<file path="src/rtl/sram_axi_pkg.sv">
// Shared types and constants for the AXI4-to-SRAM responder.
package sram_axi_pkg;

  typedef enum logic [2:0] {
    ST_IDLE  = 3'd0,
    ST_RADDR = 3'd1,
    ST_RDATA = 3'd2,
    ST_WRITE = 3'd3,
    ST_WRESP = 3'd4
  } state_e;

  localparam logic [1:0] BURST_FIXED = 2'b00;
  localparam logic [1:0] BURST_INCR  = 2'b01;
  localparam logic [1:0] BURST_WRAP  = 2'b10;

  localparam logic [1:0] RESP_OKAY   = 2'b00;
  localparam logic [1:0] RESP_SLVERR = 2'b10;

  localparam int unsigned BEAT_BYTES = 4;

endpackage

</file>
<file path="src/rtl/sram_axi_addr_gen.sv">
// Next-beat address and SRAM word index for the current burst address.
module sram_axi_addr_gen
  import sram_axi_pkg::*;
#(
  parameter int ADDR_W  = 32,
  parameter int SRAM_AW = 14
) (
  input  logic [ADDR_W-1:0]  addr,
  input  logic [1:0]         burst,
  output logic [ADDR_W-1:0]  next_addr,
  output logic [SRAM_AW-1:0] word_idx
);

  // WRAP and the reserved encoding step exactly like INCR.
  always_comb begin
    next_addr = addr + ADDR_W'(BEAT_BYTES);
    case (burst)
      BURST_FIXED:            next_addr = addr;
      BURST_INCR, BURST_WRAP: next_addr = addr + ADDR_W'(BEAT_BYTES);
      default:                next_addr = addr + ADDR_W'(BEAT_BYTES);
    endcase
  end

  // Index wraps naturally: upper address bits are simply dropped.
  assign word_idx = addr[SRAM_AW+1:2];

endmodule

</file>
<file path="src/rtl/sram_axi_slave.sv">
// AXI4 responder serving one read or write burst at a time from a 16K x 32 SRAM.
// Define SRAM_AXI_RANGE_CHECK_EN to answer SLVERR for bursts starting outside the window.
module sram_axi_slave
  import sram_axi_pkg::*;
#(
  parameter int                ADDR_W     = 32,
  parameter int                DATA_W     = 32,
  parameter int                ID_W       = 8,
  parameter int                SRAM_AW    = 14,
  parameter logic [ADDR_W-1:0] BASE_ADDR  = 32'h0001_0000,
  parameter logic [ADDR_W-1:0] SIZE_BYTES = 32'h0001_0000
) (
  input  logic                clk,
  input  logic                rst,
  // write address
  input  logic [ID_W-1:0]     awid,
  input  logic [ADDR_W-1:0]   awaddr,
  input  logic [3:0]          awlen,
  input  logic [2:0]          awsize,
  input  logic [1:0]          awburst,
  input  logic                awvalid,
  output logic                awready,
  // write data
  input  logic [DATA_W-1:0]   wdata,
  input  logic [DATA_W/8-1:0] wstrb,
  input  logic                wlast,
  input  logic                wvalid,
  output logic                wready,
  // write response
  output logic [ID_W-1:0]     bid,
  output logic [1:0]          bresp,
  output logic                bvalid,
  input  logic                bready,
  // read address
  input  logic [ID_W-1:0]     arid,
  input  logic [ADDR_W-1:0]   araddr,
  input  logic [3:0]          arlen,
  input  logic [2:0]          arsize,
  input  logic [1:0]          arburst,
  input  logic                arvalid,
  output logic                arready,
  // read data
  output logic [ID_W-1:0]     rid,
  output logic [DATA_W-1:0]   rdata,
  output logic [1:0]          rresp,
  output logic                rlast,
  output logic                rvalid,
  input  logic                rready,
  // SRAM macro
  output logic                CEB,
  output logic [DATA_W/8-1:0] WEB,
  output logic                OE,
  output logic [SRAM_AW-1:0]  A,
  output logic [DATA_W-1:0]   DI,
  input  logic [DATA_W-1:0]   DO,
  // FSM observation
  output logic [2:0]          dbg_state
);

  // Handshakes: a transfer happens on a rising clk edge where valid and ready
  // are both high; once raised, every valid here is held with its payload
  // stable until that edge.

`ifdef SRAM_AXI_RANGE_CHECK_EN
  localparam bit RANGE_EN = 1'b1;
`else
  localparam bit RANGE_EN = 1'b0;
`endif

  state_e              state, state_d;
  logic [ADDR_W-1:0]   addr, addr_d;
  logic [ID_W-1:0]     id, id_d;
  logic [3:0]          len, len_d;
  logic [3:0]          cnt, cnt_d;
  logic [1:0]          burst, burst_d;
  logic                err, err_d;
  logic [ADDR_W-1:0]   next_addr;
  logic [SRAM_AW-1:0]  word_idx;
  logic                ar_err, aw_err;
  logic                unused_bits;

  // Beats are always treated as 4 bytes; WLAST does not end a burst.
  assign unused_bits = ^{awsize, arsize, wlast};

  assign ar_err = RANGE_EN &&
                  !((araddr >= BASE_ADDR) && ((araddr - BASE_ADDR) < SIZE_BYTES));
  assign aw_err = RANGE_EN &&
                  !((awaddr >= BASE_ADDR) && ((awaddr - BASE_ADDR) < SIZE_BYTES));

  sram_axi_addr_gen #(
    .ADDR_W  (ADDR_W),
    .SRAM_AW (SRAM_AW)
  ) u_addr_gen (
    .addr      (addr),
    .burst     (burst),
    .next_addr (next_addr),
    .word_idx  (word_idx)
  );

  assign A         = word_idx;
  assign dbg_state = state;

  always_ff @(posedge clk or posedge rst) begin
    if (rst) begin
      state <= ST_IDLE;
      addr  <= '0;
      id    <= '0;
      len   <= '0;
      cnt   <= '0;
      burst <= BURST_FIXED;
      err   <= 1'b0;
    end else begin
      state <= state_d;
      addr  <= addr_d;
      id    <= id_d;
      len   <= len_d;
      cnt   <= cnt_d;
      burst <= burst_d;
      err   <= err_d;
    end
  end

  always_comb begin
    state_d = state;
    addr_d  = addr;
    id_d    = id;
    len_d   = len;
    cnt_d   = cnt;
    burst_d = burst;
    err_d   = err;
    arready = 1'b0;
    awready = 1'b0;
    wready  = 1'b0;
    bvalid  = 1'b0;
    bid     = '0;
    bresp   = RESP_OKAY;
    rvalid  = 1'b0;
    rid     = '0;
    rdata   = '0;
    rresp   = RESP_OKAY;
    rlast   = 1'b0;
    CEB     = 1'b1;
    WEB     = '1;
    OE      = 1'b0;
    DI      = '0;

    case (state)
      ST_IDLE: begin
        // Reads take priority, so AW is refused whenever AR is offered.
        arready = 1'b1;
        awready = ~arvalid;
        if (arvalid) begin
          state_d = ST_RADDR;
          addr_d  = araddr;
          id_d    = arid;
          len_d   = arlen;
          burst_d = arburst;
          cnt_d   = '0;
          err_d   = ar_err;
        end else if (awvalid) begin
          state_d = ST_WRITE;
          addr_d  = awaddr;
          id_d    = awid;
          len_d   = awlen;
          burst_d = awburst;
          cnt_d   = '0;
          err_d   = aw_err;
        end
      end

      ST_RADDR: begin
        CEB     = err;
        OE      = 1'b1;
        state_d = ST_RDATA;
      end

      ST_RDATA: begin
        // CEB stays high here, so the macro keeps DO stable through a stall.
        OE     = 1'b1;
        rvalid = 1'b1;
        rid    = id;
        rdata  = err ? '0 : DO;
        rresp  = err ? RESP_SLVERR : RESP_OKAY;
        rlast  = (cnt == len);
        if (rready) begin
          if (cnt == len) begin
            state_d = ST_IDLE;
          end else begin
            addr_d  = next_addr;
            cnt_d   = cnt + 4'd1;
            state_d = ST_RADDR;
          end
        end
      end

      ST_WRITE: begin
        wready = 1'b1;
        if (wvalid) begin
          CEB    = 1'b0;
          WEB    = err ? '1 : ~wstrb;
          DI     = wdata;
          addr_d = next_addr;
          cnt_d  = cnt + 4'd1;
          if (cnt == len) begin
            state_d = ST_WRESP;
          end
        end
      end

      ST_WRESP: begin
        bvalid = 1'b1;
        bid    = id;
        bresp  = err ? RESP_SLVERR : RESP_OKAY;
        if (bready) begin
          state_d = ST_IDLE;
        end
      end

      default: begin
        state_d = ST_IDLE;
      end
    endcase
  end

endmodule

</file>
<file path="config.mk">
export PLATFORM = sky130hd
export DESIGN_NAME = sram_axi_slave
export DESIGN_NICKNAME = d
export VERILOG_FILES = /design/src/rtl/sram_axi_pkg.sv /design/src/rtl/sram_axi_addr_gen.sv /design/src/rtl/sram_axi_slave.sv
export SDC_FILE = /design/constraint.sdc
export NUM_CORES = 1
export LEC_CHECK = 0
export BUFFER_PORTS_ARGS = -buffer_cell sky130_fd_sc_hd__buf_2
export CAP_MARGIN = 20
export CORE_AREA = 2 2 113 115
export DETAILED_ROUTE_END_ITERATION = 6
export DIE_AREA = 0 0 115 117
export PLACE_DENSITY = 0.52
export RECOVER_POWER = 100
export REMOVE_ABC_BUFFERS = 1
export SETUP_SLACK_MARGIN = 0.15
export SYNTH_ARGS = -nofsm -noshare
export SYNTH_HDL_FRONTEND = slang
export SYNTH_SLANG_ARGS = --single-unit
export TNS_END_PERCENT = 30
</file>
<file path="constraint.sdc">
create_clock -name clk -period 2.3 [get_ports clk]
set_input_delay 0.46 -clock clk [delete_from_list [all_inputs] [get_ports clk]]
set_output_delay 0.46 -clock clk [all_outputs]
set_load 0.005 [all_outputs]
</file>
After elaboration in Yosys (flattened, before gate mapping):

Index checks and enable logic that the tools add are counted.

* register bits after elaboration: 54
* output and inout bits: 113
* input bits: 174

* add/subtract/negate cells: 2
* equal/unequal tests: 11
* multiplexer cells: 50
* reduce and logical (&&, ||, !) cells: 8
* bitwise operators: 2

Operators by type and width (number)
* two-way mux 32 bit: 10
* case mux 32 bit (3 select lines): 1
* two-way mux 4 bit: 10
* adder 32 x 3 -> 32 bit (second input constant): 1
* two-way mux 8 bit: 4
* two-way mux 3 bit: 6
* case mux 3 bit (5 select lines): 1
* case mux 4 bit (3 select lines): 1
* two-way mux 1 bit: 11
* two-way mux 2 bit: 5
* != test 2 bit (second input constant): 5
* AND reduction 5 bit: 2
* == test 3 x 2 -> 1 bit (second input constant): 2
* adder 4 x 1 -> 4 bit (second input constant): 1
* == test 4 bit: 1
* inverter 4 bit: 1
* == test 3 x 1 -> 1 bit (second input constant): 1
* == test 3 bit (second input constant): 1
* zero test 3 bit: 1
* != test 3 bit (second input constant): 1
* nonzero test 3 bit: 1
* zero test 2 bit: 1
* case mux 1 bit (2 select lines): 1
* AND reduction 2 bit: 1
* 3 further kinds: 3

Longest topological paths before layout:

* depth in word-level cells: 5
* depth in mapped cells: 8
* mapped depth without buffers: 6

Modules after synthesis:

A second synthesis with hierarchy kept.

* cells, all modules: 546
* area, all modules: 4564.4 sq um

Modules (own cells, without submodules)
* sram_axi_slave: times used 1, cells an instance 444, area each 3804.9 sq um
* sram_axi_addr_gen: times used 1, cells an instance 102, area each 759.5 sq um

Worst setup path before layout:

Ideal clock, no wire load.

* path type: reg-to-output
* start: register state[0] (netlist: dbg_state[0])
* end: output port DI[25]
* slack: 411 ps
* required time: 1840 ps
* cell stages (with the launch flop): 7
* arrival time: 1429 ps
* cells stage by stage: dfrtp_1 -> buf_6 -> nor2b_1 -> and3_1 -> clkbuf_1 -> clkbuf_1 -> and2_1

* word-level cells in the longest chain between the ends: 2

RTL lines
* start, declared: RTL line sram_axi_slave.sv:70 `state_e state, state_d;`
* start signal, assigned: RTL line sram_axi_slave.sv:113 `state <= state_d;`
* == test 3 x 2 -> 1 bit: RTL line sram_axi_slave.sv:147 `case (state)`
* two-way mux 32 bit: RTL line sram_axi_slave.sv:147
* end, declared: RTL line sram_axi_slave.sv:54 `output logic [DATA_W-1:0] DI,`

Every way passes these cells.

Worst setup path after layout:

* start: register state[0] (netlist: dbg_state[0])
* end: output port rdata[10]

* word-level cells in the longest chain between the ends: 2

RTL lines
* == test 3 x 2 -> 1 bit: RTL line sram_axi_slave.sv:147
* two-way mux 32 bit: RTL line sram_axi_slave.sv:147
* end, declared: RTL line sram_axi_slave.sv:44 `output logic [DATA_W-1:0] rdata,`

Every way passes these cells.

==> impl_results.rst <==
.. list-table::
   :header-rows: 1

   * - Metric
     - Value
   * - Via total after detailed routing
     - 3376
   * - Worst ir drop on vdd
     - 0.000388 V
   * - RePlAce Congestion
     - 0.825
   * - Antenna Violating Nets Remaining
     - 0
   * - Detailed Route WL
     - 11100 µm
   * - Total global routing overflow
     - 0
   * - Count of cell types in the netlist
     - 54
   * - Buffers added on ports
     - 239
   * - Average footprint of a synthesized cell
     - 8.32 µm²
   * - Startpoint type of the worst setup path
     - register
   * - Fmax
     - 471 MHz
   * - Final hold violations
     - 0
   * - Wire length of the first global-routing pass
     - 16100 µm
   * - Clock insertion delay at the later pin of the skew report
     - 270 ps
   * - Total power consumption of the routed design
     - 0.00487 W
   * - Post-layout instance area
     - 4280 µm²
   * - Hold_sp
     - bready
   * - Critical Path Start
     - dbg_state[0]
   * - Family with the most delay on the worst path
     - buffers and inverters
   * - Fraction of layout cells with a size suffix above 1
     - 38.0%
   * - Setup clock skew after layout
     - 3.21 ps
   * - IO Pins
     - 287
   * - List of cells traversed by the critical path
     - clkbuf_1, nor3_4, buf_12, and2_1, clkbuf_1
   * - Area growth from synthesis to layout
     - 51.3%
   * - Length of the first detailed-routing pass in iterations
     - 4
   * - Fraction of post-synthesis cell area in the top cell type by area
     - 31.0%
   * - Internal power contribution
     - 0.00263 W
   * - Number of global-route vias before repair
     - 3117
   * - Clock tree from TritonCTS
     - built
   * - Worst reg2reg startpoint
     - dbg_state[0]
   * - CP Buf/Inv Count
     - 3
   * - Final setup viols
     - 0
   * - LEAKAGE
     - 2.16 nW
   * - Power share of the sequential group
     - 25.8%
   * - Drt initial violations
     - 96
   * - Share of the cycle needed by the critical path after routing
     - 92.4%
   * - Max-cap violations
     - 0
   * - Biggest area contributors in the synthesized netlist
     - sky130_fd_sc_hd__dfrtp_1 31%, sky130_fd_sc_hd__and2_1 16%, sky130_fd_sc_hd__mux2i_1 7.4%
   * - X dimension of the die
     - 115 µm
   * - Flops & latches, synth
     - 35
   * - Post-DP HPWL
     - 8950 µm
   * - RSZ-0062 raised after global routing
     - no
   * - Area of placed instances
     - 4200 µm²
   * - Height of the die
     - 117 µm
   * - Worst hold path type
     - in2reg
   * - Number of hold-repair buffers added at the cts stage
     - 0
   * - Cells after Synth
     - 340
   * - Slew Limit Headroom
     - 37.4%
   * - Area of the placeable core
     - 12300 µm²
   * - Library cell with the highest instance count after synthesis
     - sky130_fd_sc_hd__and2_1
   * - Global Route Usage Sum
     - 15.2%
   * - Comb pwr share
     - 61.0%
   * - Largest net degree at the start of global routing
     - 43
   * - Most frequent cells after synthesis
     - 73 x sky130_fd_sc_hd__and2_1, 35 x sky130_fd_sc_hd__dfrtp_1, 25 x sky130_fd_sc_hd__nand2_1
   * - Area enclosed by the die boundary
     - 13500 µm²
   * - Remaining routing DRC violations
     - 0
   * - Required time of the critical path
     - 1840 ps
   * - Primary flip-flop cell chosen by synthesis mapping
     - sky130_fd_sc_hd__dfrtp_1
   * - Arrival time of the worst setup path
     - 1660 ps
   * - Clock buffers created by TritonCTS
     - 5
   * - Power density normalized to cell area
     - 1140 nW/µm²
   * - Clock buffer depth
     - 2
   * - Clock group share of total power
     - 13.3%
   * - Post-placement setup slack
     - 247 ps
   * - Slowest stage delay, CP
     - 430 ps
   * - Per-cell via count in the routed design
     - 4.62
   * - Run status
     - completed
   * - Sequential-to-total area share from yosys stat
     - 31.0%
   * - Count of filler cells inserted in the layout
     - 1361
   * - Number of warnings printed during yosys synthesis
     - 0
   * - Proportion of total power due to net switching
     - 46.1%
   * - Endpoint type of the worst setup path
     - primary output
   * - Number of H-tree levels
     - 2
   * - Detail-routed net length per standard cell
     - 15.2 µm
   * - Slew at the pin closest to its max-slew limit
     - 939 ps
   * - Largest driver fanout on the critical path
     - 42
   * - Clock transition at the register clock pins on the worst setup and hold paths after CTS
     - 50 ps
   * - Cell taking the most area after synthesis
     - sky130_fd_sc_hd__dfrtp_1
   * - Std cell rows
     - 41
   * - Synthesized area
     - 2830 µm²
   * - Antenna violations before repair
     - 2
   * - Kind of critical path
     - reg2out
   * - Async set-or-reset flop fraction in the synthesized netlist
     - 100%
   * - Post-route minimum period
     - 2120 ps
   * - Number of sinks handled by clock tree synthesis
     - 35
   * - Minimum hold slack
     - 411 ps
   * - Cell occurring most often along the worst timing path
     - sky130_fd_sc_hd__clkbuf_1
   * - Starting utilization of the core area
     - 23.0%
   * - Count of nets after finishing
     - 754
   * - Crit path max-delay cell type
     - sky130_fd_sc_hd__dfrtp_1
   * - Number of enable flip-flop cells after synthesis
     - 0
   * - Root Buffer
     - sky130_fd_sc_hd__clkbuf_16
   * - Setup slack after layout
     - 176 ps
   * - Net switching power figure
     - 0.00225 W
   * - Slew Limit Fails
     - 0
state kept, by name, indices dropped and copies added, names as in the netlist:
name,cells
cnt,4
len,4
id,8
burst,2
dbg_state,3
addr,14
power groups by stage:
stage	Clock [W]	Combinational (W)	Sequential, W
floorplan	0	0.00167	0.00124
global placement	0	0.00300	0.00127
detailed placement	0	0.00308	0.00128
CTS	0.000670	0.00309	0.00128
global route	0.000702	0.00335	0.00131
finish	0.000646	0.00297	0.00126
path summary, 6_finish.rpt:
check                                to  slack [ps]  depth (start not counted)
min in group asynchronous        len[1]         470                          3
setup / recovery              rdata[10]         180                          5
max in group asynchronous         id[6]        1250                          3
setup reg to reg                addr[5]         270                          7
hold reg to reg                burst[1]         530                          2
hold / removal             dbg_state[2]         410                          2
cells by family (layout without fill, tap and decap cells):
kind of cell             after synthesis  in the layout  synth area share [%]
AO/OA/AOI/OAI                         73             73                  16.8
XOR/XNOR                               5              5                  1.55
adder cells (fa/ha/maj)                2              2                 0.884
buffers and inverters                 38            274                  6.86
flip-flops                            35             35                  31.0
multiplexers                          30             30                  11.0
other                                  1              6                 0.133
AND/OR/NAND/NOR                      156            156                  31.8
per-stage QoR:
| stage | util [%] | std cells | setup TNS, ps |
|---|---|---|---|
| 2_1_floorplan | - | 311 | -4150 |
| 3_3_place_gp | 34.1 | 715 | 0 |
| 3_5_place_dp | 34.1 | 715 | 0 |
| 4_1_cts | 35.3 | 723 | 0 |
| 5_1_grt | 34.8 | 731 | 0 |
| 6_report | 34.8 | 731 | 0 |
area by class of cell:
type                    instances  area, µm²  area share [%]
multi-input cells             270       1770            41.3
repair buffers                260       1280            30.0
flip-flops and latches         35        876            20.5
well taps                     150        188            4.39
clock buffers                   7        133            3.10
inverters                       6       22.5           0.526
clock inverters                 1       5.00           0.117
diodes                          2       5.00           0.117
layout by cell type, fill, tap and decap left out, types with 5 or more instances in the layout:
master,instances
sky130_fd_sc_hd__a21oi_1,24
sky130_fd_sc_hd__a31oi_1,10
sky130_fd_sc_hd__and2_0,19
sky130_fd_sc_hd__and2_1,54
sky130_fd_sc_hd__and3_1,11
sky130_fd_sc_hd__buf_2,177
sky130_fd_sc_hd__buf_4,8
sky130_fd_sc_hd__clkbuf_1,68
sky130_fd_sc_hd__clkbuf_16,5
sky130_fd_sc_hd__dfrtp_1,35
sky130_fd_sc_hd__inv_1,6
sky130_fd_sc_hd__mux2_2,8
sky130_fd_sc_hd__mux2i_1,21
sky130_fd_sc_hd__nand2_1,25
sky130_fd_sc_hd__nand3_1,7
sky130_fd_sc_hd__nor2_1,17
sky130_fd_sc_hd__o21ai_0,11
sky130_fd_sc_hd__o22ai_1,6
routing by layer:
metal,GRT usage [%],vias to the layer above,part of all wire [%]
met5,0,-,0
met4,3.13,0,0.73
met3,2.99,6,7.8
met2,28.8,139,52
met1,17.8,1578,40
li1,-,1653,-
timing repair:
item,CTS,global route
endpoints found under the setup margin,84,77
buffers inserted,0,6
pin swaps,0,1
resized for setup,4,2
Note: power is estimated with default switching activity, not from simulation.
